[src/rtl/key_scan_if.sv]
// ---------------------------------------------------------------------------
// key_scan_if
// Signal bundle between the keypad scanner and its surroundings.
//
//   row_out   [3:0]  active-low row drive towards the keypad
//   col_in    [3:0]  active-low column sense from the keypad (pulled up)
//   key_code  [3:0]  last accepted key, {row[1:0], col[1:0]}
//   key_valid        one-cycle pulse per accepted key event
//   key_held         high while an accepted key is still down
//
// Modports:
//   master  - the scanner (drives rows and key outputs, senses columns)
//   slave   - keypad/consumer side (drives columns, observes everything else)
// ---------------------------------------------------------------------------
interface key_scan_if;
    logic [3:0] row_out;
    logic [3:0] col_in;
    logic [3:0] key_code;
    logic       key_valid;
    logic       key_held;

    modport master (
        output row_out,
        output key_code,
        output key_valid,
        output key_held,
        input  col_in
    );

    modport slave (
        input  row_out,
        input  key_code,
        input  key_valid,
        input  key_held,
        output col_in
    );
endinterface

[src/rtl/key_scan.sv]
// ---------------------------------------------------------------------------
// key_scan
// 4x4 matrix keypad scanner with press/release debouncing.
//
// Rows are driven low one at a time; each row is held for SCAN_HOLD cycles
// and its columns are sampled on the last cycle of the hold. A low column
// freezes the scan on that row and the key must stay down for DEBOUNCE
// consecutive cycles before it is reported. Release is debounced the same
// way before scanning resumes on the following row.
//
// Ports:
//   clk       system clock
//   rst       asynchronous, active-high reset
//   kp        key_scan_if.master: row_out, col_in, key_code, key_valid,
//             key_held (all outputs registered)
//
// Parameters:
//   DEBOUNCE   stable cycles needed to accept a press or a release
//   SCAN_HOLD  cycles each row is driven before its columns are sampled
//   REPEAT     auto-repeat period in cycles (auto-repeat builds only)
//
// Build option:
//   KEY_SCAN_AUTOREPEAT_EN  when defined, key_valid re-pulses every REPEAT
//                           cycles while a key stays held. When undefined,
//                           exactly one key_valid pulse is produced per press.
// ---------------------------------------------------------------------------
module key_scan #(
    parameter int DEBOUNCE  = 20,
    parameter int SCAN_HOLD = 2,
    parameter int REPEAT    = 250
) (
    input  logic          clk,
    input  logic          rst,
    key_scan_if.master    kp
);

    // Zero values would make the terminal-count compares below meaningless.
    if (DEBOUNCE < 1 || SCAN_HOLD < 1 || REPEAT < 1) begin : g_bad_params
        $error("key_scan: DEBOUNCE, SCAN_HOLD and REPEAT must all be >= 1");
    end

    localparam int DEB_W  = $clog2(DEBOUNCE) + 1;
    localparam int HOLD_W = $clog2(SCAN_HOLD) + 1;

    localparam logic [DEB_W-1:0]  DEB_LAST  = DEB_W'(DEBOUNCE - 1);
    localparam logic [HOLD_W-1:0] HOLD_LAST = HOLD_W'(SCAN_HOLD - 1);

    typedef enum logic [1:0] {
        SCAN,
        PRESS_DEB,
        HELD,
        REL_DEB
    } state_e;

    state_e            state_q,    state_d;
    logic [1:0]        row_idx_q,  row_idx_d;
    logic [1:0]        col_idx_q,  col_idx_d;
    logic [HOLD_W-1:0] hold_cnt_q, hold_cnt_d;
    logic [DEB_W-1:0]  deb_cnt_q,  deb_cnt_d;
    logic [3:0]        row_out_q,  row_out_d;
    logic [3:0]        key_code_q, key_code_d;
    logic              key_valid_q, key_valid_d;
    logic              key_held_q,  key_held_d;

    logic              accept;
    logic              release_done;
    logic              col_sel;

`ifdef KEY_SCAN_AUTOREPEAT_EN
    localparam int REP_W = $clog2(REPEAT) + 1;
    localparam logic [REP_W-1:0] REP_LAST = REP_W'(REPEAT - 1);

    logic [REP_W-1:0]  rep_cnt_q, rep_cnt_d;
    logic              repeat_fire;
`endif

    // Column belonging to the key being debounced or held; the other
    // columns are deliberately ignored once a key has been picked.
    assign col_sel = kp.col_in[col_idx_q];

    // When several keys in the row are down, the lowest column index wins.
    function automatic logic [1:0] first_low(input logic [3:0] c);
        if (!c[0])      return 2'd0;
        else if (!c[1]) return 2'd1;
        else if (!c[2]) return 2'd2;
        else            return 2'd3;
    endfunction

    // State register and all datapath/output flops.
    always_ff @(posedge clk or posedge rst) begin
        if (rst) begin
            state_q     <= SCAN;
            row_idx_q   <= 2'd0;
            col_idx_q   <= 2'd0;
            hold_cnt_q  <= '0;
            deb_cnt_q   <= '0;
            row_out_q   <= 4'b1110;
            key_code_q  <= 4'h0;
            key_valid_q <= 1'b0;
            key_held_q  <= 1'b0;
`ifdef KEY_SCAN_AUTOREPEAT_EN
            rep_cnt_q   <= '0;
`endif
        end else begin
            state_q     <= state_d;
            row_idx_q   <= row_idx_d;
            col_idx_q   <= col_idx_d;
            hold_cnt_q  <= hold_cnt_d;
            deb_cnt_q   <= deb_cnt_d;
            row_out_q   <= row_out_d;
            key_code_q  <= key_code_d;
            key_valid_q <= key_valid_d;
            key_held_q  <= key_held_d;
`ifdef KEY_SCAN_AUTOREPEAT_EN
            rep_cnt_q   <= rep_cnt_d;
`endif
        end
    end

    // Next-state and counter logic. Counters only ever compare against their
    // terminal value and are cleared on every state change, so they never
    // wrap while a state is active. The sample that causes a state change is
    // not counted: debouncing starts from zero in the new state.
    always_comb begin
        state_d      = state_q;
        row_idx_d    = row_idx_q;
        col_idx_d    = col_idx_q;
        hold_cnt_d   = hold_cnt_q;
        deb_cnt_d    = deb_cnt_q;
        accept       = 1'b0;
        release_done = 1'b0;
`ifdef KEY_SCAN_AUTOREPEAT_EN
        rep_cnt_d    = rep_cnt_q;
        repeat_fire  = 1'b0;
`endif

        case (state_q)
            SCAN: begin
                if (hold_cnt_q == HOLD_LAST) begin
                    hold_cnt_d = '0;
                    if (&kp.col_in) begin
                        row_idx_d = row_idx_q + 2'd1;
                    end else begin
                        col_idx_d = first_low(kp.col_in);
                        deb_cnt_d = '0;
                        state_d   = PRESS_DEB;
                    end
                end else begin
                    hold_cnt_d = hold_cnt_q + HOLD_W'(1);
                end
            end

            PRESS_DEB: begin
                if (col_sel) begin
                    // Glitch: drop it and move on as if the row were idle.
                    state_d    = SCAN;
                    row_idx_d  = row_idx_q + 2'd1;
                    hold_cnt_d = '0;
                    deb_cnt_d  = '0;
                end else if (deb_cnt_q == DEB_LAST) begin
                    accept    = 1'b1;
                    deb_cnt_d = '0;
                    state_d   = HELD;
`ifdef KEY_SCAN_AUTOREPEAT_EN
                    rep_cnt_d = '0;
`endif
                end else begin
                    deb_cnt_d = deb_cnt_q + DEB_W'(1);
                end
            end

            HELD: begin
                if (col_sel) begin
                    deb_cnt_d = '0;
                    state_d   = REL_DEB;
`ifdef KEY_SCAN_AUTOREPEAT_EN
                    rep_cnt_d = '0;
`endif
                end
`ifdef KEY_SCAN_AUTOREPEAT_EN
                else if (rep_cnt_q == REP_LAST) begin
                    repeat_fire = 1'b1;
                    rep_cnt_d   = '0;
                end else begin
                    rep_cnt_d = rep_cnt_q + REP_W'(1);
                end
`endif
            end

            REL_DEB: begin
                if (!col_sel) begin
                    // Release bounce: the key is still considered down.
                    deb_cnt_d = '0;
                    state_d   = HELD;
                end else if (deb_cnt_q == DEB_LAST) begin
                    release_done = 1'b1;
                    deb_cnt_d    = '0;
                    row_idx_d    = row_idx_q + 2'd1;
                    hold_cnt_d   = '0;
                    state_d      = SCAN;
                end else begin
                    deb_cnt_d = deb_cnt_q + DEB_W'(1);
                end
            end

            default: begin
                state_d = SCAN;
            end
        endcase
    end

    // Output logic, registered through the *_q flops above. row_out is
    // decoded from the next row index so it changes on the same edge as
    // row_idx.
    always_comb begin
        row_out_d  = ~(4'b0001 << row_idx_d);
        key_code_d = key_code_q;
        key_held_d = key_held_q;

        if (accept) begin
            key_code_d = {row_idx_q, col_idx_q};
            key_held_d = 1'b1;
        end else if (release_done) begin
            key_held_d = 1'b0;
        end

`ifdef KEY_SCAN_AUTOREPEAT_EN
        key_valid_d = accept | repeat_fire;
`else
        key_valid_d = accept;
`endif
    end

    assign kp.row_out   = row_out_q;
    assign kp.key_code  = key_code_q;
    assign kp.key_valid = key_valid_q;
    assign kp.key_held  = key_held_q;

endmodule

[src/flat_wrapper.sv]
// flat-port wrapper written by rule: the top's interface ports become plain ports
module key_scan_flat 
#(
    parameter int DEBOUNCE  = 20,
    parameter int SCAN_HOLD = 2,
    parameter int REPEAT    = 250
)
  (clk, rst, kp_row_out, kp_key_code, kp_key_valid, kp_key_held, kp_col_in);
  key_scan_if kp_i ();
  input  logic clk;
  input  logic rst;
  output wire logic [$bits(kp_i.row_out)-1:0] kp_row_out;
  output wire logic [$bits(kp_i.key_code)-1:0] kp_key_code;
  output wire logic [$bits(kp_i.key_valid)-1:0] kp_key_valid;
  output wire logic [$bits(kp_i.key_held)-1:0] kp_key_held;
  input wire logic [$bits(kp_i.col_in)-1:0] kp_col_in;
  assign kp_row_out = kp_i.row_out;
  assign kp_key_code = kp_i.key_code;
  assign kp_key_valid = kp_i.key_valid;
  assign kp_key_held = kp_i.key_held;
  assign kp_i.col_in = kp_col_in;
  key_scan #(.DEBOUNCE(DEBOUNCE), .SCAN_HOLD(SCAN_HOLD), .REPEAT(REPEAT)) u_core (.clk(clk), .rst(rst), .kp(kp_i));
endmodule
[config.mk]
export PLATFORM = sky130hd
export DESIGN_NAME = key_scan_flat
export DESIGN_NICKNAME = d
export VERILOG_FILES = /design/src/rtl/key_scan_if.sv /design/src/rtl/key_scan.sv /design/src/flat_wrapper.sv
export SDC_FILE = /design/constraint.sdc
export NUM_CORES = 1
export LEC_CHECK = 0
export CAP_MARGIN = 10
export CELL_PAD_IN_SITES_DETAIL_PLACEMENT = 1
export CELL_PAD_IN_SITES_GLOBAL_PLACEMENT = 2
export CORE_MARGIN = 3
export CORE_UTILIZATION = 25
export DETAILED_ROUTE_END_ITERATION = 7
export DONT_BUFFER_PORTS = 1
export PLACE_DENSITY = 0.54
export REMOVE_ABC_BUFFERS = 1
export SLEW_MARGIN = 20
export SYNTH_ARGS = -nofsm -noshare
export SYNTH_HDL_FRONTEND = slang
export SYNTH_SLANG_ARGS = --single-unit
[constraint.sdc]
create_clock -name clk -period 1.8 [get_ports clk]
set_input_delay 0.45 -clock clk [delete_from_list [all_inputs] [get_ports clk]]
set_output_delay 0.45 -clock clk [all_outputs]
set_load 0.01 [all_outputs]
==> results.tsv, run 1 <==
stage	metric	value	unit
run_status	status	complete, no violations	
setup_path	arrival	1940	ps
die	num_io_pins	16	
die	core-area	4534	µm²
routing	routed_via_density	4.654	
grt	first_global_vias	920	
routing	wl_per_cell	14.87	µm
yosys	yosys_warnings	0	
power	power_density	1298	nW/µm²
power	p_total	2.041	mW
routing	drc	0	
placed_design	pre_cts_slack	-78.38	ps
yosys	synth_flop_cell	dfrtp_1	
setup_path	path_class	reg -> reg	
yosys	avgSynthCellArea	11.38	µm²
sta	finalClockSkew	2.488	ps
cts	cts-buffers-inserted	3	
grt	grt_pass1_wl	4554	µm
sta	fmax	561.1	MHz
cts	cts.sinks	24	
yosys	ys_seq_area_frac	0.4964	
finish	insertedDiodeCount	0	
routing	drt_iter0_drc	31	
sta	finalCritPeriodShare	0.9902	
power	vdd_drop_max	474.3	µV
yosys	ys_seq_elements	24	
grt	grt_start_max_net_pins	25	
sta	setup_viol	0	
yosys	async_flop_share	1.000	
routing	final_antenna_net_count	0	
die	die_area	5743	µm²
cts	cts-root-buf	clkbuf_8	
setup_path	cp-end-kind	flop	
placed_design	place_hpwl	2039	µm
finish	fin_util	0.3469	
sta	rsz0062_at_grt	true	
routing	first_pass_iters	4	
grt	grt_usage	0.1051	
placed_design	place.gp.congestion	0.7686	
sta	slew_headroom	0.5988	
yosys	synth_cells	107	
finish	drive_gt1_frac	0.3413	
hold_path	min_path_type	in -> async	
job	maxCapViolCount	0	
placed_design	io_buffers	0	
power	p_leak	0.6794	nW
setup_path	cp-start-kind	flop	
cts	max-clock-path-buffers	2	
sta	tightest_slew	597.3	ps
die	die_w	75.79	µm
cts	hold_buffers	0	
setup_path	crit_required	1960	ps
yosys	netlist_area	1217	µm²
cts	tritoncts	yes	
sta	layout_min_cycle_time	1782	ps
routing	vias	889	
cts	cts.reportedPaths.clkPinSlew	80	ps
die	start_util	0.2685	
setup_path	path_max_fanout	5	
grt	grt_overflow	0	
sta	setup_ws	17.64	ps
finish	area_delta_synth_final	29.19	%
die	die_h	75.79	µm
yosys	synth_edf_count	0	
finish	fin_nets	134	
die	rows	24	
sta	final-max-slew-violation-count	0	
cts	cts_htree_levels	1	
cts	clk_latency	270	ps
grt	antenna_found_initial	0	
sta	final-hold-violation-count	0	
yosys	synth.distinct_cells	39	
routing	routed_wl	2840	µm
## final cells by class
cell class / instances / area [µm²]
fillers: 503 / 2962
multi-input cells: 73 / 658.1
flip-flops and latches: 24 / 604.3
repair buffers: 21 / 168.9
well taps: 65 / 81.33
clock buffers: 4 / 45.04
inverters: 4 / 15.01
## worst max-delay path, stage by stage (launching register included)
cell,delay [ps]
dfrtp_1,380
mux4_2,640
nor3_4,240
buf_6,140
mux2_4,290
## layout by cell type (no fill, tap or decap), types with 4 or more instances in the layout
cell / n
nand2_1: 5
mux2i_1: 4
mux2_4: 4
and2_1: 4
nand3_1: 4
buf_4: 18
o21ai_0: 6
inv_1: 4
dfrtp_1: 21
## stage by stage
stage               hold WS [ps]  setup TNS (ps)  instances  cell area (µm²)
finish                     108.0               0        191             1573
global route               126.2          -627.8        191             1573
CTS                        121.0          -84.05        189             1505
floorplan                  462.4          -576.9        101             1191
detailed placement         411.0          -438.4        183             1400
global placement           410.3          -142.2        183             1400
## logic make-up after synthesis
| family | share of synthesized area |
|---|---|
| muxes | 0.09763 |
| buffers and inverters | 0.03391 |
| xor gates and xnor gates | 0.02776 |
| DFF | 0.4964 |
| adders and majority gates | 0.01028 |
| AOI/OAI and AO/OA | 0.1470 |
| and+or+nand+nor | 0.1871 |
## routing by layer
layer	routed length [µm]	global-route usage	up-vias
met5	0	0	-
met4	44	0.02330	0
met3	118	0.03562	4
met2	1324	0.1578	17
met1	1352	0.1461	436
li1	-	-	432
## report_power, final
group	leakage, nW	switching [mW]	internal (mW)
logic	0.351	0.426	0.448
clock network	0.0228	0.171	0.158
registers	0.305	0.144	0.694
total	0.679	0.740	1.30
## final timing paths
kind                                 startpoint  cells after the start  slack, ps               endpoint
hold / removal                              rst                      2        110     u_core.kp.key_held
min in group clk                   kp_col_in[0]                      2        330    u_core.col_idx_q[0]
setup / recovery            u_core.col_idx_q[0]                      4         20  u_core.kp.key_code[1]
hold reg to reg            u_core.hold_cnt_q[1]                      2        550   u_core.hold_cnt_q[1]
setup reg to reg            u_core.col_idx_q[0]                      4         20  u_core.kp.key_code[1]
max in group asynchronous                   rst                      2       1410   u_core.kp.row_out[3]
## cell usage after synthesis (4+ instances only)
| cell type | n | area, µm² |
|---|---|---|
| a31oi_1 | 4 | 25.02 |
| and2_1 | 6 | 37.54 |
| clkbuf_1 | 4 | 15.01 |
| dfrtp_1 | 21 | 525.5 |
| inv_1 | 4 | 15.01 |
| mux2_2 | 5 | 56.30 |
| mux2i_1 | 4 | 40.04 |
| nand2_1 | 5 | 18.77 |
| nand3_1 | 5 | 25.02 |
| o21ai_0 | 7 | 35.03 |
## registers in the layout, summed over array words and instances (netlist names), named ones only
name,flops
u_core.deb_cnt_q,6
u_core.kp.key_code,4
u_core.kp.row_out,4
u_core.col_idx_q,2
u_core.hold_cnt_q,2
u_core.row_idx_q,2
u_core.kp.key_held,1
u_core.kp.key_valid,1
u_core.state_q,1
## repair_timing
| item | 4_1_cts | 5_1_grt |
|---|---|---|
| pin swaps | 6 | 9 |
| buffers inserted | 2 | 2 |
| endpoints found under the setup margin | 8 | 16 |
| gates resized for setup | 9 | 10 |
Power figures use the tool's default switching activity.
==> run 2, diff against run 1 <==
--- a/config.mk
+++ b/config.mk
@@ -9,10 +9,10 @@
 export CELL_PAD_IN_SITES_DETAIL_PLACEMENT = 1
 export CELL_PAD_IN_SITES_GLOBAL_PLACEMENT = 2
 export CORE_MARGIN = 3
-export CORE_UTILIZATION = 25
+export CORE_UTILIZATION = 36
 export DETAILED_ROUTE_END_ITERATION = 7
 export DONT_BUFFER_PORTS = 1
-export PLACE_DENSITY = 0.54
+export PLACE_DENSITY = 0.72
 export REMOVE_ABC_BUFFERS = 1
 export SLEW_MARGIN = 20
 export SYNTH_ARGS = -nofsm -noshare
==> run 2 against run 1 <==
Against the previous run:
- die area is 28% lower
- final area decreased by 4.9%
- wire length shrank 3.5%
- final cell count is 13% lower
- utilization is 13 points higher
- clock power fell by 26%
==> results.tsv, run 2 (synthesis results as in run 1) <==
stage	metric	value	unit	change
run_status	status	complete, no violations		
sta	slew_headroom	0.7414		+0.1426
routing	routed_wl	2741	µm	-3.5%
finish	drive_gt1_frac	0.3197		-0.02160
setup_path	path_delay_family	multiplexers		
setup_path	arrival	2020	ps	+80 ps
grt	grt_pass1_wl	4623	µm	+1.5%
hold_path	min_path_type	in -> reg		
cts	tritoncts	yes		
sta	layout_min_cycle_time	1794	ps	+11.14 ps
setup_path	cp_slowest_stage_delay	620	ps	-20 ps
die	start_util	0.3892		+0.1207
placed_design	place.gp.congestion	0.8510		+11%
finish	final_common_cell	dfrtp_1		
sta	final-max-slew-violation-count	0		unchanged
routing	drc	0		unchanged
grt	grt_overflow	0		unchanged
setup_path	crit_cells	4		unchanged
setup_path	path_buf_inv	1		unchanged
sta	setup_ws	6.500	ps	-11.14 ps
placed_design	io_buffers	0		unchanged
placed_design	placed_area	1344	µm²	-4.0%
routing	wl_per_cell	16.51	µm	+11%
setup_path	cp-start-kind	flop		
grt	grt_usage	0.1466		+0.04146
cts	cts-root-buf	clkbuf_4		
routing	routed_via_density	5.283		+14%
finish	layout_common_cells	20 x dfrtp_1, 13 x buf_4, 7 x o21ai_0		
setup_path	crit_required	2020	ps	+60 ps
power	vdd_drop_max	574.2	µV	+21%
routing	drt_iter0_drc	18		-42%
sta	rsz0062_at_grt	true		
finish	largest_reg_flops	6		unchanged
die	core-area	3128	µm²	-31%
grt	grt_start_max_net_pins	19		-24%
setup_path	ff2ff_path_depth	4		unchanged
setup_path	path_max_fanout	6		+1
hold_path	hold_depth	2		
die	rows	20		-17%
sta	finalClockSkew	3.858	ps	+1.369 ps
finish	largest_register	u_core.deb_cnt_q		
finish	postLayoutCellArea	1495	µm²	-4.9%
sta	final-hold-violation-count	0		unchanged
grt	antenna_found_initial	0		unchanged
sta	fin_tns_setup	0	ps	unchanged
finish	fin_nets	130		-3.0%
grt	first_global_vias	922		+0.22%
power	p_total	1.913	mW	-6.2%
die	die_area	4115	µm²	-28%
die	num_io_pins	16		unchanged
finish	insertedDiodeCount	0		unchanged
job	maxCapViolCount	0		unchanged
setup_path	path_class	reg -> reg		
cts	cts-buffers-inserted	3		unchanged
cts	max-clock-path-buffers	2		unchanged
placed_design	pre_cts_slack	-28.12	ps	+50.26 ps
sta	fmax	557.6	MHz	-0.62%
power	p_leak	0.6483	nW	-4.6%
power	power_density	1280	nW/µm²	-1.4%
cts	cts.sinks	24		unchanged
routing	final_antenna_net_count	0		unchanged
sta	tightest_slew	382.5	ps	-214.7 ps
setup_path	critPathSlowestCell	mux4_2		
die	die_h	64.15	µm	-15%
die	die_w	64.15	µm	-15%
finish	area_delta_synth_final	22.82	%	
sta	timing.hold.ws	276.2	ps	+168.2 ps
finish	fill_cells	344		-32%
setup_path	cp-end-kind	flop		
sta	setup_viol	0		unchanged
cts	cts_htree_levels	1		unchanged
routing	first_pass_iters	4		unchanged
sta	finalCritPeriodShare	0.9964		+0.006190
cts	cts.reportedPaths.clkPinSlew	130	ps	+50 ps
placed_design	place_hpwl	1940	µm	-4.8%
routing	vias	877		-1.3%
cts	clk_latency	310	ps	+40 ps
setup_path	path_cells	mux4_2 > buf_6 > a311o_1 > and2_1		
[run 2: changes by cell type in the layout (fill, tap and decap cells not counted), sizes merged]
cell	before	now
dlygate4sd3	0	1
buf	21	16
[run 2: report_power, final]
group | total, mW | switching, mW | internal (mW)
Combinational | 0.817 | 0.390 | 0.427
Sequential | 0.851 | 0.158 | 0.693
Clock | 0.245 | 0.159 | 0.0866
Total | 1.91 | 0.706 | 1.21
[run 2: final cells by class]
type | instances | area, µm² | area share
multi-input cells | 73 | 651.9 | 0.4360
clock buffers | 4 | 26.28 | 0.01757
inverters | 4 | 15.01 | 0.01004
well taps | 44 | 55.05 | 0.03682
flip-flops and latches | 24 | 605.6 | 0.4050
repair buffers | 17 | 141.4 | 0.09456
[run 2: worst paths after layout]
kind	slack [ps]	startpoint	end
max reg2reg	6	u_core.col_idx_q[0]	u_core.row_idx_q[0]
min	280	kp_col_in[0]	u_core.col_idx_q[1]
min reg2reg	580	u_core.hold_cnt_q[1]	u_core.hold_cnt_q[1]
min in group asynchronous	470	rst	u_core.row_idx_q[1]
max in group asynchronous	790	rst	asynchronous set/reset pin
max	6	u_core.col_idx_q[0]	u_core.row_idx_q[0]
[run 2: per-stage QoR]
stage	instances	util
floorplan	101	-
global placement	158	0.4296
detailed placement	158	0.4296
CTS	164	0.4456
global route	166	0.4780
finish	166	0.4780
[run 2: repair_timing]
action | in CTS | in global routing
resized for setup | 1 | 17
endpoints found under the setup margin | 7 | 17
pin swaps | 3 | 3
buffers inserted | 1 | 2
hold endpoints to repair | 3 | 0
hold buffers | 1 | 0
[run 2: routing by layer]
| layer | part of all wire | vias up | global-route usage |
|---|---|---|---|
| li1 | - | 426 | - |
| met1 | 0.48 | 436 | 0.1926 |
| met2 | 0.48 | 13 | 0.2374 |
| met3 | 0.035 | 2 | 0.04394 |
| met4 | 0.0047 | 0 | 0.03430 |
| met5 | 0 | - | 0 |
